File: src/rtl/axi_slave_write_if.sv
// AXI write-channel bundle (AW, W, B) between a master and axi_slave_write.
`ifndef AXI_IDS_BITS
`define AXI_IDS_BITS 8
`endif

interface axi_slave_write_if;
    logic [`AXI_IDS_BITS-1:0] awid_i;
    logic [31:0]              awaddr_i;
    logic [3:0]               awlen_i;
    logic [2:0]               awsize_i;
    logic [1:0]               awburst_i;
    logic                     awvalid_i;
    logic                     awready_o;
    logic [31:0]              wdata_i;
    logic [3:0]               wstrb_i;
    logic                     wlast_i;
    logic                     wvalid_i;
    logic                     wready_o;
    logic [`AXI_IDS_BITS-1:0] bid_o;
    logic [1:0]               bresp_o;
    logic                     bvalid_o;
    logic                     bready_i;

    modport slave (
        input  awid_i, awaddr_i, awlen_i, awsize_i, awburst_i, awvalid_i,
        input  wdata_i, wstrb_i, wlast_i, wvalid_i,
        input  bready_i,
        output awready_o, wready_o, bid_o, bresp_o, bvalid_o
    );

    modport master (
        output awid_i, awaddr_i, awlen_i, awsize_i, awburst_i, awvalid_i,
        output wdata_i, wstrb_i, wlast_i, wvalid_i,
        output bready_i,
        input  awready_o, wready_o, bid_o, bresp_o, bvalid_o
    );
endinterface

File: src/rtl/axi_slave_write.sv
// AXI write slave: one outstanding burst, beats written straight into an SRAM port.
`ifndef AXI_IDS_BITS
`define AXI_IDS_BITS 8
`endif

module axi_slave_write #(
    parameter int unsigned MEM_AW = 14
) (
    input  logic                 clk,
    input  logic                 rst,
    axi_slave_write_if.slave     bus,
    input  logic                 mem_grant_i,
    output logic                 mem_cs_o,
    output logic [3:0]           mem_we_o,
    output logic [MEM_AW-1:0]    mem_a_o,
    output logic [31:0]          mem_di_o
);

    typedef enum logic [1:0] {StIdle, StWdata, StBresp} state_e;

    state_e                   r_state;
    state_e                   w_state_next;
    logic [`AXI_IDS_BITS-1:0] r_id;
    logic [MEM_AW-1:0]        r_addr;
    logic [3:0]               r_len;
    logic [3:0]               r_cnt;
    logic                     r_err;
    logic                     r_fixed;   // address holds between beats (FIXED or errored burst)

    logic w_aw_ready;
    logic w_w_ready;
    logic w_aw_hs;
    logic w_w_hs;
    logic w_b_hs;
    logic w_last_beat;
    logic w_aw_err;
    logic w_unused_addr;

    // Handshake qualifiers; awready is gated by reset so it is low while rst is asserted.
    assign w_aw_ready  = (r_state == StIdle) & rst;
    assign w_w_ready   = (r_state == StWdata) & mem_grant_i;
    assign w_aw_hs     = bus.awvalid_i & w_aw_ready;
    assign w_w_hs      = bus.wvalid_i & w_w_ready;
    assign w_b_hs      = (r_state == StBresp) & bus.bready_i;
    assign w_last_beat = (r_cnt == r_len);
    assign w_aw_err    = bus.awburst_i[1] | (bus.awsize_i != 3'b010);

    // Byte-offset and upper address bits are outside the SRAM word space.
    assign w_unused_addr = ^{bus.awaddr_i[31:MEM_AW+2], bus.awaddr_i[1:0]};

    // State register.
    always_ff @(posedge clk or negedge rst) begin
        if (!rst) begin
            r_state <= StIdle;
        end else begin
            r_state <= w_state_next;
        end
    end

    // Next state and channel outputs; B payload reads zero outside StBresp.
    always_comb begin
        w_state_next  = r_state;
        bus.awready_o = w_aw_ready;
        bus.wready_o  = w_w_ready;
        bus.bvalid_o  = 1'b0;
        bus.bid_o     = '0;
        bus.bresp_o   = 2'b00;
        unique case (r_state)
            StIdle: begin
                if (w_aw_hs) w_state_next = StWdata;
            end
            StWdata: begin
                if (w_w_hs && w_last_beat) w_state_next = StBresp;
            end
            StBresp: begin
                bus.bvalid_o = 1'b1;
                bus.bid_o    = r_id;
                bus.bresp_o  = r_err ? 2'b10 : 2'b00;
                if (bus.bready_i) w_state_next = StIdle;
            end
            default: w_state_next = StIdle;
        endcase
    end

    // SRAM port is driven in the same cycle as the W handshake.
    always_comb begin
        mem_cs_o = w_w_hs;
        mem_a_o  = r_addr;
        mem_di_o = bus.wdata_i;
        mem_we_o = (w_w_hs && !r_err) ? bus.wstrb_i : 4'b0000;
    end

    // Burst context: captured at AW accept, advanced per beat, error cleared on B handshake.
    always_ff @(posedge clk or negedge rst) begin
        if (!rst) begin
            r_id    <= '0;
            r_addr  <= '0;
            r_len   <= '0;
            r_cnt   <= '0;
            r_err   <= 1'b0;
            r_fixed <= 1'b0;
        end else if (w_aw_hs) begin
            r_id    <= bus.awid_i;
            r_addr  <= bus.awaddr_i[MEM_AW+1:2];
            r_len   <= bus.awlen_i;
            r_cnt   <= '0;
            r_err   <= w_aw_err;
            r_fixed <= w_aw_err | (bus.awburst_i == 2'b00);
        end else if (w_w_hs) begin
            r_cnt <= r_cnt + 4'd1;
            if (!r_fixed) r_addr <= r_addr + MEM_AW'(1);
            // wlast disagreeing with the beat count poisons the response but not the beat count.
            if (bus.wlast_i != w_last_beat) r_err <= 1'b1;
        end else if (w_b_hs) begin
            r_err <= 1'b0;
        end
    end

endmodule

File: src/flat_wrapper.sv
// flat-port wrapper written by rule: the top's interface ports become plain ports
module axi_slave_write_flat 
#(
    parameter int unsigned MEM_AW = 14
)
  (clk, rst, mem_grant_i, mem_cs_o, mem_we_o, mem_a_o, mem_di_o, bus_awid_i, bus_awaddr_i, bus_awlen_i, bus_awsize_i, bus_awburst_i, bus_awvalid_i, bus_wdata_i, bus_wstrb_i, bus_wlast_i, bus_wvalid_i, bus_bready_i, bus_awready_o, bus_wready_o, bus_bid_o, bus_bresp_o, bus_bvalid_o);
  axi_slave_write_if bus_i ();
  input  logic clk;
  input  logic rst;
  input  logic mem_grant_i;
  output logic mem_cs_o;
  output logic [3:0] mem_we_o;
  output logic [MEM_AW-1:0] mem_a_o;
  output logic [31:0] mem_di_o;
  input wire logic [$bits(bus_i.awid_i)-1:0] bus_awid_i;
  input wire logic [$bits(bus_i.awaddr_i)-1:0] bus_awaddr_i;
  input wire logic [$bits(bus_i.awlen_i)-1:0] bus_awlen_i;
  input wire logic [$bits(bus_i.awsize_i)-1:0] bus_awsize_i;
  input wire logic [$bits(bus_i.awburst_i)-1:0] bus_awburst_i;
  input wire logic [$bits(bus_i.awvalid_i)-1:0] bus_awvalid_i;
  input wire logic [$bits(bus_i.wdata_i)-1:0] bus_wdata_i;
  input wire logic [$bits(bus_i.wstrb_i)-1:0] bus_wstrb_i;
  input wire logic [$bits(bus_i.wlast_i)-1:0] bus_wlast_i;
  input wire logic [$bits(bus_i.wvalid_i)-1:0] bus_wvalid_i;
  input wire logic [$bits(bus_i.bready_i)-1:0] bus_bready_i;
  output wire logic [$bits(bus_i.awready_o)-1:0] bus_awready_o;
  output wire logic [$bits(bus_i.wready_o)-1:0] bus_wready_o;
  output wire logic [$bits(bus_i.bid_o)-1:0] bus_bid_o;
  output wire logic [$bits(bus_i.bresp_o)-1:0] bus_bresp_o;
  output wire logic [$bits(bus_i.bvalid_o)-1:0] bus_bvalid_o;
  assign bus_i.awid_i = bus_awid_i;
  assign bus_i.awaddr_i = bus_awaddr_i;
  assign bus_i.awlen_i = bus_awlen_i;
  assign bus_i.awsize_i = bus_awsize_i;
  assign bus_i.awburst_i = bus_awburst_i;
  assign bus_i.awvalid_i = bus_awvalid_i;
  assign bus_i.wdata_i = bus_wdata_i;
  assign bus_i.wstrb_i = bus_wstrb_i;
  assign bus_i.wlast_i = bus_wlast_i;
  assign bus_i.wvalid_i = bus_wvalid_i;
  assign bus_i.bready_i = bus_bready_i;
  assign bus_awready_o = bus_i.awready_o;
  assign bus_wready_o = bus_i.wready_o;
  assign bus_bid_o = bus_i.bid_o;
  assign bus_bresp_o = bus_i.bresp_o;
  assign bus_bvalid_o = bus_i.bvalid_o;
  axi_slave_write #(.MEM_AW(MEM_AW)) u_core (.clk(clk), .rst(rst), .bus(bus_i), .mem_grant_i(mem_grant_i), .mem_cs_o(mem_cs_o), .mem_we_o(mem_we_o), .mem_a_o(mem_a_o), .mem_di_o(mem_di_o));
endmodule
File: config.mk
export PLATFORM = sky130hd
export DESIGN_NAME = axi_slave_write_flat
export DESIGN_NICKNAME = d
export VERILOG_FILES = /design/src/rtl/axi_slave_write_if.sv /design/src/rtl/axi_slave_write.sv /design/src/flat_wrapper.sv
export SDC_FILE = /design/constraint.sdc
export NUM_CORES = 1
export LEC_CHECK = 0
export CAP_MARGIN = 15
export CORE_MARGIN = 2
export CORE_UTILIZATION = 31
export CTS_CLUSTER_DIAMETER = 200
export DETAILED_ROUTE_END_ITERATION = 10
export GPL_TIMING_DRIVEN = 0
export PLACE_DENSITY_LB_ADDON = 0.12
export SLEW_MARGIN = 20
export SYNTH_ARGS = -nofsm -noshare
export SYNTH_HDL_FRONTEND = slang
export SYNTH_SLANG_ARGS = --single-unit
File: constraint.sdc
create_clock -name clk -period 2.1 [get_ports clk]
set_clock_uncertainty 0.2 [all_clocks]
set_input_delay 0.315 -clock clk [delete_from_list [all_inputs] [get_ports clk]]
set_output_delay 0.315 -clock clk [all_outputs]
set_load 0.005 [all_outputs]
=== After elaboration in Yosys (flattened, before gate mapping) ===
Index checks and enable logic that the tools add are counted.

* Output and inout port bits: 64
* Input port bits: 92
* Register bits after elaboration: 34

* Reductions and logical operators: 10
* Add/subtract/negate cells: 2
* Bitwise gates (word level): 7
* Multiplexer cells: 18
* Equality and inequality tests: 10

{| class="wikitable"
|+ Operator list
! operator !! count
|-
| $mux 14 || 3
|-
| $add 14x1->14 const B || 1
|-
| $mux 4 || 3
|-
| $mux 2 || 5
|-
| $mux 8 || 1
|-
| $ne 2x2->1 const B || 3
|-
| $ne 3x2->1 const B || 2
|-
| $pmux 2 s3 || 1
|-
| $and 1x1->1 || 5
|-
| $mux 1 || 5
|-
| $add 4x1->4 const B || 1
|-
| $eq 4x4->1 || 1
|-
| $logic_not 2->1 || 2
|-
| $reduce_and 2->1 || 2
|-
| $reduce_and 3->1 || 1
|-
| $reduce_bool 3->1 || 1
|-
| $eq 2x1->1 const B || 1
|-
| $eq 2x2->1 const B || 1
|-
| $logic_and 1x1->1 || 2
|-
| $ne 2x1->1 const B || 1
|-
| $or 1x1->1 || 2
|-
| $reduce_bool 2->1 || 1
|-
| $logic_not 1->1 || 1
|-
| $ne 1x1->1 || 1
|}

=== Logic depth before layout (Yosys ltp) ===
Gate-level depths: netlist (run 1).

* Word-level depth: 6
* Depth in mapped cells: 6
* Gate-level depth less buffers: 5

=== Worst setup path after synthesis (run 1) ===
OpenSTA, ideal clock, no wires.

* Path kind: reg-to-reg
* Start: reg u_core.r_addr[0] (netlist: u_core.mem_a_o[0])
* End: reg u_core.r_addr[12] (netlist: u_core.mem_a_o[12])
* Cell stages (with the launch flop): 6
* Path slack: -4 ps
* Arrival: 1822 ps
* Period minus slack after synthesis: 2104 ps
* Cell sequence: dfrtp_1 ha_1 nand2b_1 or4_1 or4b_1 a31oi_1

* Longest elaborated chain between the ends: 4

{| class="wikitable"
|+ Ends and longest elaborated chain
! item !! RTL line !! source
|-
| start: declaration || axi_slave_write.sv:24 || <nowiki>logic [MEM_AW-1:0] r_addr;</nowiki>
|-
| start signal: assignment || axi_slave_write.sv:104 || <nowiki>r_addr <= bus.awaddr_i[MEM_AW+1:2];</nowiki>
|-
| start signal: assignment || axi_slave_write.sv:111 || <nowiki>if (!r_fixed) r_addr <= r_addr + MEM_AW'(1);</nowiki>
|-
| $add 14x1->14 || axi_slave_write.sv:111 ||
|-
| $mux 14 || axi_slave_write.sv:111 ||
|-
| $mux 14 || axi_slave_write.sv:109 || <nowiki>end else if (w_w_hs) begin</nowiki>
|-
| $mux 14 || axi_slave_write.sv:102 || <nowiki>end else if (w_aw_hs) begin</nowiki>
|}

Every way passes these cells. The select of a mux whose other input is x is not followed.
A chain may end at the register's enable or synchronous reset.

=== Worst setup path after layout (run 1) ===
* Start: reg u_core.r_state[1]
* End: reg u_core.r_addr[12] (netlist: u_core.mem_a_o[12])

* Longest elaborated chain between the ends: 5
* Elaborated cells on any way between the ends: 10
* Classes of those cells: 2 x eq/ne; 1 x mux; 4 x bitwise; 3 x reduce/logical

{| class="wikitable"
|+ Ends and longest elaborated chain
! item !! RTL line !! source
|-
| start: declaration || axi_slave_write.sv:21 || <nowiki>state_e r_state;</nowiki>
|-
| start signal: assignment || axi_slave_write.sv:54 || <nowiki>r_state <= StIdle;</nowiki>
|-
| start signal: assignment || axi_slave_write.sv:56 || <nowiki>r_state <= w_state_next;</nowiki>
|-
| $logic_not 2->1 / $eq 2x1->1 (equally long branches) || axi_slave_write.sv:40, axi_slave_write.sv:41 ||
|-
| $and 1x1->1 (on tied branches) || axi_slave_write.sv:40, axi_slave_write.sv:41 ||
|-
| $and 1x1->1 (on tied branches) || axi_slave_write.sv:42, axi_slave_write.sv:43 ||
|-
| $ne 2x2->1 (no line) / $reduce_bool 2->1 (equally long branches) || - ||
|-
| $reduce_and 2->1 (no line) || - ||
|}

Several ways; a longest one is shown, not always the timed one.

==> results of run 1 <==
==> kinds of logic (layout without fill, tap and decap cells) <==
group / count (synthesis) / after routing / synth area share [%]
xor+xnor: 17 / 17 / 7.29
fa+ha+maj: 2 / 2 / 1.22
simple gates: 114 / 115 / 27.7
mux: 3 / 3 / 1.47
flops: 34 / 34 / 41.6
other cells: 1 / 1 / 0.184
buf+inv: 47 / 179 / 14.8
compound gates: 21 / 21 / 5.76
==> how the worst max path moves through the flow <==
stage                                          end  slack, ps  cells past startpoint
floorplan           u_core.mem_a_o[12]$_DFFE_PN0P_        0.6                      4
global placement       u_core.r_cnt[0]$_DFFE_PN0P_      -1750                      5
detailed placement                     mem_we_o[0]       -570                      6
CTS                 u_core.mem_a_o[12]$_DFFE_PN0P_        -60                      5
global route        u_core.mem_a_o[12]$_DFFE_PN0P_       -100                      5
finish              u_core.mem_a_o[12]$_DFFE_PN0P_        -50                      5
==> stage by stage <==
step	TNS (ps)	hold WS (ps)	cell area [um^2]	cells
floorplan	0	-181	2040	239
global placement	-65250	250	3180	420
detailed placement	-11990	26.2	3200	421
CTS	-94.3	272	3470	445
global route	-100	280	3510	449
finish	-49.7	270	3510	449
==> tightest hold or removal path: stages (launching register included) <==
cell	delay, ps
dfrtp_1	340
nand2_1	50
nand2_1	50
==> synthesized netlist by cell type <==
cell,number
buf_4,33
nand2b_1,2
dfrtp_1,34
nand3_1,4
o31ai_1,1
xnor2_1,11
nand4bb_1,1
buf_2,1
a31oi_1,2
nand2_1,56
buf_1,1
or4_1,1
nor3_1,5
o21ai_0,12
nor3b_1,1
nand3b_1,1
nor2_1,10
nor4_1,6
mux2i_1,3
nand4b_2,1
a21oi_1,4
and2_1,15
nor4bb_1,1
and3_1,3
inv_1,3
clkinv_1,1
conb_1,1
nand4b_1,1
xor2_1,6
ha_1,2
a31o_2,1
or4b_1,1
and2b_1,1
nand4_1,4
clkbuf_1,8
a221oi_1,1
==> per-layer routing <==
layer	vias up	track usage (%)
met4	0	5.34
met5	-	0
met2	94	28.4
met1	937	20.1
li1	1017	-
met3	7	4.57
==> sequential cells by signal, summed over array words and instances, names as in the netlist <==
| name | flops |
|---|---|
| u_core.r_id | 8 |
| u_core.r_len | 4 |
| u_core.r_state | 2 |
| u_core.r_err | 1 |
| u_core.mem_a_o | 14 |
| u_core.r_cnt | 4 |
| u_core.r_fixed | 1 |
==> layout by cell type (no fill, tap or decap), drive strengths merged, types with 5 or more instances in the layout <==
cell / instances
and2: 15
buf: 56
clkbuf: 18
clkdlybuf4s50: 85
dfrtp: 34
dlygate4sd2: 11
nand2: 56
nor2: 10
nor3: 5
nor4: 6
o21ai: 12
xnor2: 11
xor2: 6
==> final cells by class <==
class / count / area (um^2)
fill: 606 / 2840
timing repair buffer: 125 / 1200
multi-input combinational: 159 / 957
sequential: 34 / 852
buffer: 42 / 299
tap: 77 / 96.3
clock buffer: 7 / 86.3
inverter: 4 / 16.3
clock inverter: 1 / 5.00
==> power groups by stage <==
stage | Combinational, uW | Sequential (uW) | Clock (uW)
3_3_place_gp | 1180 | 1210 | 0
5_1_grt | 1520 | 1260 | 543
3_5_place_dp | 1200 | 1220 | 0
4_1_cts | 1330 | 1210 | 518
2_1_floorplan | 629 | 1180 | 0
6_report | 1370 | 1220 | 506
==> what timing repair did <==
item	in CTS	in global routing
hold buffers	3	0
setup buffers	13	4
resized for setup	40	19
cloned	1	0
endpoints found under the hold margin	11	0
pin swaps	5	3
endpoints found under the setup margin	30	37
==> load_flow_metrics.sql, run 1 <==
INSERT INTO impl_metrics (metric_group, metric, value, unit) VALUES
('worst_setup_path', 'setup.reg_to_reg.worst_slack', '-50', 'ps'),
('synth', 'synth.top_cells.by_area', 'dfrtp_1, buf_4, nand2_1, xnor2_1, and2_1', ''),
('sta', 'max-slew-margin-rel', '63.3', '%'),
('cells_and_area', 'final_net_count', '465', ''),
('routing', 'first_iter_violations', '54', ''),
('sta', 'worst_pin_slew', '545', 'ps'),
('clocking', 'cts_inserted_buffers', '5', ''),
('routing', 'first_pass_iteration_count_of_the_detailed_router', '4', ''),
('clocking', 'cts-htree-levels', '2', ''),
('sta', 'setup_ws', '-49.7', 'ps'),
('power', 'netSwitchingPower', '1060', 'uW'),
('worst_setup_path', 'worst_path_dominant_cell_family', 'simple AND/OR/NAND/NOR gates', ''),
('placement', 'routabilityCongestion', '0.730', ''),
('grt', 'grt_remaining_overflow', '0', ''),
('routing', 'route.met2.wl', '2870', 'um'),
('power', 'share_clk_of_total_power', '16.3', '%'),
('cells_and_area', 'fin_util', '55.3', '%'),
('grt', 'grt_util_all_layers', '16.6', '%'),
('clocking', 'cts.reportedPaths.clkPinSlew', '70', 'ps'),
('routing', 'drt_drc_violations_left', '0', ''),
('clocking', 'cts.sinks', '34', ''),
('hold_path', 'worst_hold_path.endpoint', 'u_core.r_id[4]$_DFFE_PN0P_', ''),
('floorplanning', 'floorplan.core_area', '6350', 'um^2'),
('synth', 'synth.cell_area', '2040', 'um^2'),
('floorplanning', 'dieHeight', '85.2', 'um'),
('synth', 'yosysWarningCount', '0', ''),
('synth', 'netlist.area_leader.share', '41.6', '%'),
('synth', 'register_bit_count_reported_by_yosys', '34', ''),
('routing', 'postRouteWirelength', '5900', 'um'),
('sta', 'maxSlewViolCount', '0', ''),
('run_status', 'failed_checks', 'negative setup slack', ''),
('routing', 'wl_met3', '464', 'um'),
('clocking', 'clockBufferDepth', '2', ''),
('power', 'power.switching_fraction', '34.2', '%'),
('routing', 'antenna_left', '0', ''),
('placement', 'io_buffer_count', '104', ''),
('power', 'power_density', '882', 'nW/um^2'),
('worst_setup_path', 'timing.rr.start', 'u_core.r_state[1]$_DFFE_PN0P_', ''),
('routing', 'highest_layer', 'met4', ''),
('floorplanning', 'floorplan.die.width', '85.2', 'um'),
('cells_and_area', 'num_antenna_cells', '0', ''),
('hold_path', 'hold_path_depth', '2', ''),
('power', 'intPower', '2040', 'uW'),
('run_status', 'outcome', 'complete, but fails checks', ''),
('worst_setup_path', 'crit_path_cell_trace', 'nand4b_4 -> buf_6 -> or4_4 -> or4b_1 -> a31oi_1', ''),
('grt', 'grt_max_degree', '24', ''),
('routing', 'vias', '2055', ''),
('worst_setup_path', 'critical_path_peak_fanout', '3', ''),
('worst_setup_path', 'slowest_stage_delay_cp', '510', 'ps'),
('synth', 'synth_cells', '239', ''),
('routing', 'wl_per_cell', '13.1', 'um'),
('routing', 'viasPerCell', '4.58', ''),
('synth', 'syn-num-nets', '333', ''),
('synth', 'synth_area_per_cell', '8.55', 'um^2'),
('hold_path', 'hold_path.class', 'register to register', ''),
('floorplanning', 'die_area', '7260', 'um^2'),
('power', 'comb_power_share', '44.3', '%'),
('floorplanning', 'floorplan.initialDensity', '32.2', '%'),
('sta', 'setup_viol', '1', ''),
('cells_and_area', 'areaGrowthSynthToFinish', '72.0', '%'),
('cells_and_area', 'post_route_cells_drive_above_1_share', '22.3', '%'),
('worst_setup_path', 'crit_path_dat', '2160', 'ps'),
('clocking', 'worst_skew_pair.late_latency', '290', 'ps'),
('grt', 'first_pass_grt_wire_length', '9460', 'um'),
('synth', 'post-synth-top-area-cell', 'dfrtp_1', ''),
('clocking', 'clock_tree_from_tritoncts', 'yes', ''),
('sta', 'period_share', '102', '%'),
('worst_setup_path', 'setup.worst_path.start_class', 'register', ''),
('worst_setup_path', 'buffers_and_inverters_on_the_worst_path', '1', ''),
('job', 'timing.max_cap.violations', '0', ''),
('placement', 'pre_cts_ws', '-566', 'ps');
Note: power is estimated with default switching activity, not from simulation.
==> inputs of run 2 (changes only) <==
Settings changed: PLACE_DENSITY set to 0.78, PLACE_DENSITY_LB_ADDON 0.12 to not set, SLEW_MARGIN 20 to 10.
==> load_flow_metrics.sql, run 2 (synthesized netlist as in run 1, its figures left out) <==
INSERT INTO impl_metrics (metric_group, metric, value, unit) VALUES
('run_status', 'outcome', 'finished, final reports clean', ''),
('clocking', 'cts.reportedPaths.clkPinSlew', '60', 'ps'),
('floorplanning', 'floorplan.core_area', '6350', 'um^2'),
('cells_and_area', 'final_cell_mix', 'clkdlybuf4s50_1, nand2_1, buf_4', ''),
('cells_and_area', 'num_antenna_cells', '0', ''),
('sta', 'clock.fmax', '477', 'MHz'),
('hold_path', 'hold_path.class', 'register to register', ''),
('worst_setup_path', 'setup.worst_path.start_class', 'register', ''),
('clocking', 'clockBufferDepth', '2', ''),
('routing', 'wl_per_cell', '13.6', 'um'),
('power', 'share_clk_of_total_power', '15.0', '%'),
('worst_setup_path', 'worst-endpoint-required', '1580', 'ps'),
('power', 'intPower', '1950', 'uW'),
('sta', 'finalHoldViolations', '0', ''),
('routing', 'drt_drc_violations_left', '0', ''),
('sta', 'setup_ws', '2.91', 'ps'),
('clocking', 'worst_skew_pair.late_latency', '280', 'ps'),
('routing', 'first_iter_violations', '60', ''),
('worst_setup_path', 'end_kind', 'output pin', ''),
('cells_and_area', 'layout.cells.non_filler', '439', ''),
('routing', 'antenna_left', '0', ''),
('clocking', 'cts-htree-levels', '2', ''),
('sta', 'max-slew-margin-rel', '60.1', '%'),
('floorplanning', 'boundaryPins', '156', ''),
('sta', 'worst_pin_slew', '593', 'ps'),
('cells_and_area', 'largest_register_ffs', '14', ''),
('worst_setup_path', 'worst_r2r_dst', 'u_core.mem_a_o[12]$_DFFE_PN0P_', ''),
('cells_and_area', 'final_net_count', '456', ''),
('power', 'comb_power_share', '43.7', '%'),
('routing', 'postRouteWirelength', '5960', 'um'),
('hold_path', 'hold_path_depth', '2', ''),
('worst_setup_path', 'path_class', 'register to output pin', ''),
('clocking', 'root_buffer', 'clkbuf_8', ''),
('floorplanning', 'dieHeight', '85.2', 'um'),
('placement', 'placement.cell_area', '3180', 'um^2'),
('power', 'power.switching_fraction', '34.5', '%'),
('floorplanning', 'floorplan.initialDensity', '32.2', '%'),
('placement', 'io_buffer_count', '104', ''),
('grt', 'first_pass_grt_wire_length', '9390', 'um'),
('routing', 'viasPerCell', '4.65', ''),
('hold_path', 'worst_hold_path.endpoint', 'u_core.r_id[6]$_DFFE_PN0P_', ''),
('job', 'timing.max_cap.violations', '0', ''),
('grt', 'grt_util_all_layers', '16.3', '%'),
('sta', 'setup_viol', '0', ''),
('sta', 'period_share', '99.9', '%'),
('power', 'power_density', '869', 'nW/um^2'),
('clocking', 'clock_tree_from_tritoncts', 'yes', ''),
('worst_setup_path', 'timing.rr.start', 'u_core.r_state[1]$_DFFE_PN0P_', ''),
('placement', 'pre_cts_ws', '-700', 'ps'),
('grt', 'grt_remaining_overflow', '0', ''),
('grt', 'grt_pass1_vias', '2036', ''),
('clocking', 'cts.sinks', '34', ''),
('routing', 'first_pass_iteration_count_of_the_detailed_router', '4', ''),
('hold_path', 'min_from', 'u_core.r_id[6]$_DFFE_PN0P_', ''),
('placement', 'place_hpwl', '4340', 'um'),
('routing', 'vias', '2042', ''),
('floorplanning', 'floorplan.die.width', '85.2', 'um'),
('sta', 'setup_total_negative_slack', '0', 'ps'),
('power', 'p_leak', '0.00153', 'uW'),
('sta', 'fin_crit', '2100', 'ps'),
('placement', 'dp.cells', '420', ''),
('grt', 'grt_max_degree', '35', ''),
('worst_setup_path', 'critical_path_peak_fanout', '4', ''),
('floorplanning', 'die_area', '7260', 'um^2'),
('floorplanning', 'fp-row-count', '29', ''),
('clocking', 'cts_inserted_buffers', '5', ''),
('cells_and_area', 'areaGrowthSynthToFinish', '67.7', '%'),
('grt', 'antenna_found_initial', '0', ''),
('power', 'irDropWorstVdd', '0.000398', 'V'),
('placement', 'routabilityCongestion', '0.783', ''),
('worst_setup_path', 'setup.reg_to_reg.worst_slack', '30', 'ps'),
('sta', 'unrepaired_setup_endpoints_after_global_routing', 'true', ''),
('cells_and_area', 'fin_util', '54.0', '%'),
('worst_setup_path', 'r2r_cells', '4', ''),
('power', 'relative_contribution_of_sequential_cells_to_total_power', '41.3', '%'),
('power', 'netSwitchingPower', '1030', 'uW'),
('cells_and_area', 'post_route_cells_drive_above_1_share', '18.8', '%'),
('cells_and_area', 'final_area', '3430', 'um^2'),
('worst_setup_path', 'crit_path_dat', '1580', 'ps'),
('sta', 'maxSlewViolCount', '0', ''),
('cells_and_area', 'final_common_cell', 'clkdlybuf4s50_1', '');
[run 2: worst max path at each step]
stage / from / endpoint / slack (ps) / cells past startpoint
after floorplan: u_core.r_state[1]$_DFFE_PN0P_ / u_core.mem_a_o[12]$_DFFE_PN0P_ / 0.6 / 4
after global placement: rst / u_core.r_cnt[3]$_DFFE_PN0P_ / -1640 / 5
after detailed placement: rst / u_core.r_len[2]$_DFFE_PN0P_ / -700 / 6
after CTS: u_core.r_state[1]$_DFFE_PN0P_ / u_core.mem_a_o[12]$_DFFE_PN0P_ / -30 / 4
after global routing: u_core.r_state[1]$_DFFE_PN0P_ / u_core.mem_a_o[12]$_DFFE_PN0P_ / -50 / 4
final: u_core.r_state[1]$_DFFE_PN0P_ / bus_bresp_o[1] / 3 / 5
[run 2: routing by layer]
layer | global-route usage [%] | share of wire (%) | vias to the layer above
li1 | - | - | 1000
met1 | 19.7 | 40 | 944
met2 | 28.0 | 51 | 84
met3 | 4.09 | 6.1 | 14
met4 | 6.35 | 2.9 | 0
met5 | 0 | 0 | -
[run 2: area by class of cell]
type	count	area, um^2
Fill cell	592	2920
Sequential cell	34	853
Clock buffer	7	76.3
Timing Repair Buffer	116	1130
Inverter	4	15.0
Multi-Input combinational cell	159	961
Tap cell	77	96.3
Buffer	42	294
[run 2: power by group through the flow]
stage               clock network [uW]  registers, uW  logic [uW]
floorplan                            0           1180         629
global placement                     0           1210        1160
detailed placement                   0           1230        1190
CTS                                462           1220        1290
global route                       485           1270        1450
finish                             446           1230        1300
[run 2: stage by stage]
step	total power [uW]	hold slack (ps)
floorplan	1810	-181
global placement	2370	250
detailed placement	2420	244
CTS	2980	270
global route	3210	303
finish	2980	266
[run 2: worst max-delay path: stages (launching register included)]
cell and delay (ps):
dfrtp_1 400, buf_4 150, and2b_2 220, buf_4 140
and2_1 140, dlygate4sd2_1 260
[run 2: repair_timing]
item / in CTS / in global routing
endpoints found under the hold margin: 34 / 0
buffers inserted: 10 / 0
endpoints found under the setup margin: 31 / 21
gates cloned: 1 / 0
hold buffers: 2 / 0
gates resized for setup: 36 / 12
pin swaps: 1 / 4
